--- config.mk ---
export PLATFORM = sky130hd
export DESIGN_NAME = writeback_stage
export DESIGN_NICKNAME = d
export VERILOG_FILES = /design/src/rtl/riscv_pkg.sv /design/src/rtl/load_align.sv /design/src/rtl/writeback_stage.sv
export SDC_FILE = /design/constraint.sdc
export NUM_CORES = 1
export LEC_CHECK = 0
export ABC_CLOCK_PERIOD_IN_PS = 4770
export BUFFER_PORTS_ARGS = -buffer_cell sky130_fd_sc_hd__buf_2
export CELL_PAD_IN_SITES_DETAIL_PLACEMENT = 1
export CELL_PAD_IN_SITES_GLOBAL_PLACEMENT = 1
export CORE_MARGIN = 2
export CORE_UTILIZATION = 39
export DETAILED_ROUTE_END_ITERATION = 7
export PLACE_DENSITY = 0.85
export SETUP_SLACK_MARGIN = 0.2
export SYNTH_ARGS = -nofsm -noshare
export SYNTH_HDL_FRONTEND = slang
export SYNTH_HIERARCHICAL = 1
export SYNTH_SLANG_ARGS = --single-unit
--- constraint.sdc ---
create_clock -name clk -period 4.77 [get_ports clk]
set_clock_uncertainty 0.05 [all_clocks]
set_input_delay 0.477 -clock clk [delete_from_list [all_inputs] [get_ports clk]]
set_output_delay 0.477 -clock clk [all_outputs]
set_load 0.03 [all_outputs]
--- src/rtl/riscv_pkg.sv ---
// Encodings shared by decode, MEM and writeback: result-select codes and load funct3 values.
package riscv_pkg;

  typedef enum logic [1:0] {
    WB_ALU  = 2'b00,
    WB_LOAD = 2'b01,
    WB_PC4  = 2'b10,
    WB_RSVD = 2'b11
  } wb_sel_e;

  localparam logic [2:0] F3_LB  = 3'b000;
  localparam logic [2:0] F3_LH  = 3'b001;
  localparam logic [2:0] F3_LW  = 3'b010;
  localparam logic [2:0] F3_LBU = 3'b100;
  localparam logic [2:0] F3_LHU = 3'b101;

endpackage

--- src/rtl/load_align.sv ---
// Load formatter: shifts the raw memory word down to the addressed byte/half and extends it.
// Also flags misaligned halves/words and funct3 codes that are not loads.
module load_align
  import riscv_pkg::*;
#(
  parameter int XLEN = 32
) (
  input  logic [XLEN-1:0] raw_i,
  input  logic [1:0]      addr_lo_i,
  input  logic [2:0]      funct3_i,
  output logic [XLEN-1:0] data_o,
  output logic            fault_o
);

  logic [XLEN-1:0] shifted;

  assign shifted = raw_i >> {addr_lo_i, 3'b000};

  always_comb begin
    data_o  = '0;
    fault_o = 1'b0;
    case (funct3_i)
      F3_LB:  data_o = {{(XLEN-8){shifted[7]}}, shifted[7:0]};
      F3_LBU: data_o = {{(XLEN-8){1'b0}}, shifted[7:0]};
      F3_LH: begin
        data_o  = {{(XLEN-16){shifted[15]}}, shifted[15:0]};
        fault_o = addr_lo_i[0];
      end
      F3_LHU: begin
        data_o  = {{(XLEN-16){1'b0}}, shifted[15:0]};
        fault_o = addr_lo_i[0];
      end
      F3_LW: begin
        data_o  = shifted;
        fault_o = (addr_lo_i != 2'b00);
      end
      default: fault_o = 1'b1;
    endcase
  end

endmodule

--- src/rtl/writeback_stage.sv ---
// MEM/WB pipeline register and result mux; drives the register-file write port,
// raises a one-cycle load_fault pulse and counts retired instructions.
module writeback_stage
  import riscv_pkg::*;
#(
  parameter int XLEN  = 32,
  parameter int RA_W  = 5,
  parameter int CNT_W = 64
) (
  input  logic             clk,
  input  logic             reset,
  input  logic             in_valid,
  output logic             in_ready,
  input  logic             in_reg_write,
  input  logic [RA_W-1:0]  in_rd,
  input  logic [1:0]       in_wb_sel,
  input  logic [XLEN-1:0]  in_alu_result,
  input  logic [XLEN-1:0]  in_load_data,
  input  logic [2:0]       in_funct3,
  input  logic [1:0]       in_addr_lo,
  input  logic [XLEN-1:0]  in_pc_plus4,
  input  logic             flush,
  input  logic             hold,
  output logic             RegWrite,
  output logic [RA_W-1:0]  Rd,
  output logic [XLEN-1:0]  Write_data,
  output logic             load_fault,
  output logic [CNT_W-1:0] instret
);

  logic             wb_valid_q;
  logic             reg_write_q;
  logic [RA_W-1:0]  rd_q;
  wb_sel_e          wb_sel_q;
  logic [XLEN-1:0]  alu_q;
  logic [XLEN-1:0]  load_q;
  logic [2:0]       funct3_q;
  logic [1:0]       addr_lo_q;
  logic [XLEN-1:0]  pc4_q;
  logic             load_fault_q, load_fault_d;
  logic [CNT_W-1:0] instret_q, instret_d;

  logic [XLEN-1:0]  ld_data;
  logic             ld_fault;
  logic             fault;
  logic             capture;
  logic             retire;

  assign in_ready = ~hold;
  assign capture  = in_valid & ~hold & ~flush;

  always_ff @(posedge clk or negedge reset) begin
    if (!reset) begin
      wb_valid_q  <= 1'b0;
      reg_write_q <= 1'b0;
      rd_q        <= '0;
      wb_sel_q    <= WB_ALU;
      alu_q       <= '0;
      load_q      <= '0;
      funct3_q    <= '0;
      addr_lo_q   <= '0;
      pc4_q       <= '0;
    end else if (flush) begin
      wb_valid_q  <= 1'b0;
    end else if (capture) begin
      wb_valid_q  <= 1'b1;
      reg_write_q <= in_reg_write;
      rd_q        <= in_rd;
      wb_sel_q    <= wb_sel_e'(in_wb_sel);
      alu_q       <= in_alu_result;
      load_q      <= in_load_data;
      funct3_q    <= in_funct3;
      addr_lo_q   <= in_addr_lo;
      pc4_q       <= in_pc_plus4;
    end else if (!hold) begin
      wb_valid_q  <= 1'b0;
    end
  end

  load_align #(.XLEN(XLEN)) u_load_align (
    .raw_i     (load_q),
    .addr_lo_i (addr_lo_q),
    .funct3_i  (funct3_q),
    .data_o    (ld_data),
    .fault_o   (ld_fault)
  );

  assign fault = wb_valid_q & (wb_sel_q == WB_LOAD) & ld_fault;

  always_comb begin
    Write_data = '0;
    case (wb_sel_q)
      WB_ALU:  Write_data = alu_q;
      WB_LOAD: Write_data = ld_data;
      WB_PC4:  Write_data = pc4_q;
      default: Write_data = '0;
    endcase
  end

  assign Rd       = rd_q;
  assign RegWrite = wb_valid_q & ~hold & reg_write_q & (rd_q != '0) & ~fault
                    & (wb_sel_q != WB_RSVD);

  // A flushed cycle still writes the live entry but does not count it as retired.
  assign retire       = wb_valid_q & ~hold & ~fault & ~flush;
  assign instret_d    = retire ? instret_q + CNT_W'(1) : instret_q;
  assign load_fault_d = wb_valid_q & ~hold & fault;

  always_ff @(posedge clk or negedge reset) begin
    if (!reset) begin
      load_fault_q <= 1'b0;
      instret_q    <= '0;
    end else begin
      load_fault_q <= load_fault_d;
      instret_q    <= instret_d;
    end
  end

  assign load_fault = load_fault_q;
  assign instret    = instret_q;

endmodule

After elaboration in Yosys (flattened, before gate mapping)
Index checks and enable logic that the tools add are counted.
{"block": "word_totals", "reg_bits": 175, "inputBits": 114, "out_inout_bits": 104, "wordCells": 49}
{"block": "op_classes", "n_addsub": 1, "n_eq_ne": 8, "n_shift": 1, "n_mux": 6, "bitwise_logic": 15, "reduce_logical": 7}
{"cell": "$pmux 32 s5", "count": 1}
{"cell": "$pmux 32 s3", "count": 1}
{"cell": "$add 64x1->64 const B", "count": 1}
{"cell": "$shr 32x5->32", "count": 1}
{"cell": "$and 1x1->1", "count": 12}
{"cell": "$eq 3x3->1 const B", "count": 2}
{"cell": "$reduce_bool 5->1", "count": 1}
{"cell": "$reduce_or 2->1", "count": 2}
{"cell": "$eq 3x1->1 const B", "count": 1}
{"cell": "$eq 3x2->1 const B", "count": 1}
{"cell": "$logic_not 3->1", "count": 1}
{"cell": "$mux 1", "count": 3}
{"cell": "$ne 3x2->1 const B", "count": 1}
{"cell": "$not 1->1", "count": 3}
{"cell": "$pmux 1 s3", "count": 1}
{"cell": "$eq 2x1->1 const B", "count": 1}
{"cell": "$eq 2x2->1 const B", "count": 1}
{"cell": "$logic_not 2->1", "count": 1}
{"cell": "$ne 2x2->1 const B", "count": 1}
{"cell": "$reduce_and 2->1", "count": 1}
{"cell": "$reduce_bool 2->1", "count": 1}

Longest topological paths before layout
{"block": "logic_depth", "ltp_word": 7, "depth_mapped": 11, "depth_no_buf": 8}

Hierarchy
Netlist, hierarchy kept.
{"module": "writeback_stage", "instances": 1, "cells_each": 641, "area_per_inst_um2": 7868.8, "seq_area_each_um2": 4379.2}
{"module": "load_align", "instances": 1, "cells_each": 118, "area_per_inst_um2": 985.9, "seq_area_each_um2": 0.0}

Worst setup path after synthesis
OpenSTA, ideal clock, no wires.
{"block": "synth_timing", "path_type": "register to output", "from": "register funct3_q[1]", "to": "output Write_data[26]", "arrival_time_ns": 2.109, "t_required_ns": 4.243, "setup_slack_ns": 2.134, "path_stages_with_launch": 8, "n_path_buf": 2, "path_cell_list": "dfrtp_1 -> clkbuf_2 -> nor4b_1 -> a22oi_4 -> buf_6 -> o211ai_1 -> mux2i_1 -> o21ai_0"}
{"block": "synth_between", "elab_chain_cells": 3, "elab_cells_between_ends": 7, "classes_between": "eq/ne (4); mux (2); reduce/logical (1)"}
{"item": "from (decl)", "line_no": "writeback_stage.sv:37", "text": "logic [2:0] funct3_q;"}
{"item": "from (signal assigned)", "line_no": "writeback_stage.sv:72", "text": "funct3_q <= in_funct3;"}
{"item": "$eq 3x2->1, or another cell as far along", "line_no": "load_align.sv:22", "text": "case (funct3_i)"}
{"item": "$pmux 32 s5 *", "line_no": "load_align.sv:22"}
{"item": "net ld_data[26]", "line_no": "writeback_stage.sv:43", "text": "logic [XLEN-1:0] ld_data;"}
{"item": "$pmux 32 s3 *", "line_no": "writeback_stage.sv:92", "text": "case (wb_sel_q)"}
{"item": "to (decl)", "line_no": "writeback_stage.sv:26", "text": "output logic [XLEN-1:0] Write_data,"}
Mark *: on every way through the listed nets, which the timed path passes. The rest lies on a longest branch.

Final worst setup path
{"block": "layout_timing", "from": "register addr_lo_q[0]", "to": "output Write_data[12]"}
{"block": "layout_between", "elab_chain_cells": 3}
{"item": "from (decl)", "line_no": "writeback_stage.sv:38", "text": "logic [1:0] addr_lo_q;"}
{"item": "from (signal assigned)", "line_no": "writeback_stage.sv:73", "text": "addr_lo_q <= in_addr_lo;"}
{"item": "$shr 32x5->32", "line_no": "load_align.sv:17", "text": "assign shifted = raw_i >> {addr_lo_i, 3'b000};"}
{"item": "$pmux 32 s5", "line_no": "load_align.sv:22"}
{"item": "net ld_data[12]", "line_no": "writeback_stage.sv:43"}
{"item": "$pmux 32 s3", "line_no": "writeback_stage.sv:92"}
The timed path passes the listed nets, and every way through them passes these cells.

==> impl_metrics.ini <==
[run_status]
outcome = complete, no violations

[critical_path]
crit_path_cell_trace = buf_4 -> mux2_4 -> a22oi_4 -> o21ai_0 -> mux2i_1 -> o21ai_0 -> buf_2
crit_type = flop to output port
required_ps = 4240
reg2reg_setup_slack_ps = 1390
r2r_end = instret[15]$_DFFE_PN0P_
cp_common_cell = o21ai_0
startpoint_type = flop
r2r-start = addr_lo_q[1]$_DFFE_PN0P_
endpoint_kind = output port
r2r_cells = 8
critical_path.max_stage_delay_ps = 650
arrival_ps = 3190
cp_max_fo = 33
slowest_stage = a22oi_4

[global_route]
grt_max_degree = 91
use_met1_pct = 28.42
overflow = 0
grt_first_pass_wirelength_um = 42840
gr-usage-met3_pct = 5.436
grt_usage_pct = 23.08
grt-busiest-layer = met2
grt_pass1_vias = 7542
antenna_found_initial = 7
grt_util_met2_pct = 40.11

[drt]
ant_nets = 0
route.detailed.drc = 0
dr.pass1.iters = 4
vias = 6945
wire_per_inst_um = 21.39
drt-initial-drc-count = 445
vias_per_cell = 5.499
drt-total-wl_um = 27010

[clock_tree]
clk_latency_ps = 440
cts_root_buffer = clkbuf_16
path_clk_slew_ps = 70
numCtsBuffers = 17
cts_tree = yes
cts_hold_buf = 0
cts_resized = 0
cts_setup_buffers = 0
clockBufferDepth = 2
htree_levels = 4
clock_sinks = 175

[sta]
worst_pin_slew_ps = 1107
hold_slack_ps = 59.27
period_needed_ps = 3715
fin_crit_sh_pct = 77.88
finalWorstSetupSlack_ps = 1055
rsz0062_at_grt = false
finalSetupTns_ps = 0
slew_headroom_pct = 26.01
max_freq_mhz = 269.2
setup_viol = 0
hold_viol_final = 0
slew_viol_final = 0

[floorplan]
start_util_pct = 39.47
core_um2 = 22430
fp-row-count = 55
ios = 218
die-area_um2 = 23930
die_w_um = 154.7
die_h_um = 154.7

[worst_hold_path]
min_path_type = input port to async pin

[logic_synthesis]
synth-edff-count = 0
synth_fa_ha_area_share_pct = 0.1413
yosysUniqueCellTypes = 49
ys_seq_area_share_pct = 49.46
ys_warn_count = 6
syn_area_per_cell_um2 = 11.67
syn_area_um2 = 8855
async_reset_ff_share_pct = 100.0
synth_top_family_by_area = multiplexers
synth.top_cells.by_area = dfrtp_1, mux2_2, mux2i_1
synth_compound_area_share_pct = 6.274
synth_top_cell_by_area = dfrtp_1
ys_seq_elements = 175
synth_fp_nets = 874
synthMuxAreaShare_pct = 20.74
synth_xor_area_share_pct = 6.231
yosys.area.top_type_share_pct = 49.46
synth_simple_gate_area_share_pct = 14.26
synth-main-ff-cell = dfrtp_1
syn_inst = 759

[final_layout]
fin_nets = 1079
area_growth_syn_to_layout_pct = 21.82
post-route-util_pct = 48.08
stdcell_count = 1263
layout-drive-gt1-share_pct = 42.37
postLayoutCellArea_um2 = 10790

[place]
post-dp-hpwl_um = 19850
placed_cell_area_um2 = 10180
gp_congestion = 0.8537
port_buffers = 217
place_ws_ps = 1460
dp_cells = 1230

[power]
leakage_nw = 5.165
vdd_ir_drop_max_mv = 0.2324
p_per_area_nw_per_um2 = 411.8
design_power_total_mw = 4.442

[job]
drv_cap = 0
## Yosys cell counts (all sizes together), types with 19 or more instances
library cell,number
dfrtp,175
o21ai,41
xor2,34
mux2,126
mux2i,41
buf,20
nand2,75
clkbuf,19
nor4,20
nand4,30
nand3,19
xnor2,29
nor2,29
## flip-flops by register name (all words and copies together) (netlist names)
register and count:
wb_valid_q 1, pc4_q 32, funct3_q 3, load_q 32
alu_q 32, Rd 5, load_fault 1, reg_write_q 1
instret 64, wb_sel_q 2, addr_lo_q 2
## critical path, delay by kind of cell (launching register included)
family          cells  cell delay, ps
flops               1             420
mux                 2             680
compound gates      3            1050
buf+inv             2             610
## worst max-delay path by stage
stage	from	endpoint	slack, ps
2_1_floorplan	funct3_q[1]$_DFFE_PN0P_	Write_data[26]	2130
3_3_place_gp	addr_lo_q[0]$_DFFE_PN0P_	Write_data[14]	1560
3_5_place_dp	addr_lo_q[1]$_DFFE_PN0P_	instret[15]$_DFFE_PN0P_	1460
4_1_cts	addr_lo_q[0]$_DFFE_PN0P_	Write_data[14]	1040
5_1_grt	addr_lo_q[0]$_DFFE_PN0P_	Write_data[14]	850
6_report	addr_lo_q[0]$_DFFE_PN0P_	Write_data[12]	1060
## kinds of logic (layout without fill, tap and decap cells)
family / after synthesis / after routing
flip-flops: 175 / 175
AO/OA/AOI/OAI: 77 / 77
multiplexers: 167 / 167
other: 0 / 1
buffers and inverters: 49 / 267
XOR/XNOR: 63 / 63
adder cells (fa/ha/maj): 1 / 1
AND/OR/NAND/NOR: 227 / 227
## cell type report
type | count | area [um2]
antenna | 1 | 2.502
tap | 285 | 356.6
inverter | 10 | 37.54
clock inverter | 15 | 177.7
timing repair buffer | 225 | 1177
clock buffer | 17 | 425.4
sequential | 175 | 4380
multi-input combinational | 535 | 4229
fill | 2446 | 11650
## where the power goes
part | leakage (nW) | switching, mW | internal, mW
clock | 0.291 | 0.703 | 0.714
sequential | 2.19 | 0.158 | 1.67
combinational | 2.69 | 0.730 | 0.467
total | 5.17 | 1.59 | 2.85
## per-layer routing
| layer | vias to the layer above | wire length (um) |
|---|---|---|
| met3 | 46 | 1532 |
| met1 | 3516 | 11240 |
| met2 | 222 | 13540 |
| li1 | 3153 | - |
| met4 | 8 | 633 |
| met5 | - | 63 |
## cells in the final DEF, fill, tap and decap left out, drive strengths merged, types with 2 or more instances in the layout
cell    synthesis  layout
mux2          126     126
mux2i          41      41
or3b            2       2
and3           11      11
a21oi           3       3
nand2          75      75
xor2           34      34
nand4          30      30
o211ai         16      16
nor4           20      20
dfrtp         175     175
and3b           3       3
nand3          19      19
nor3           17      17
and2            3       3
a211oi          7       7
o22a            2       2
xnor2          29      29
nor2b           3       3
and4            3       3
o21ai          41      41
nor2           29      29
clkbuf         19      17
nand3b          8       8
buf            20     225
nor4b           2       2
inv            10      19
a22oi           7       7
clkinv          0       5
No activity file was read; power rests on OpenSTA's default activity.
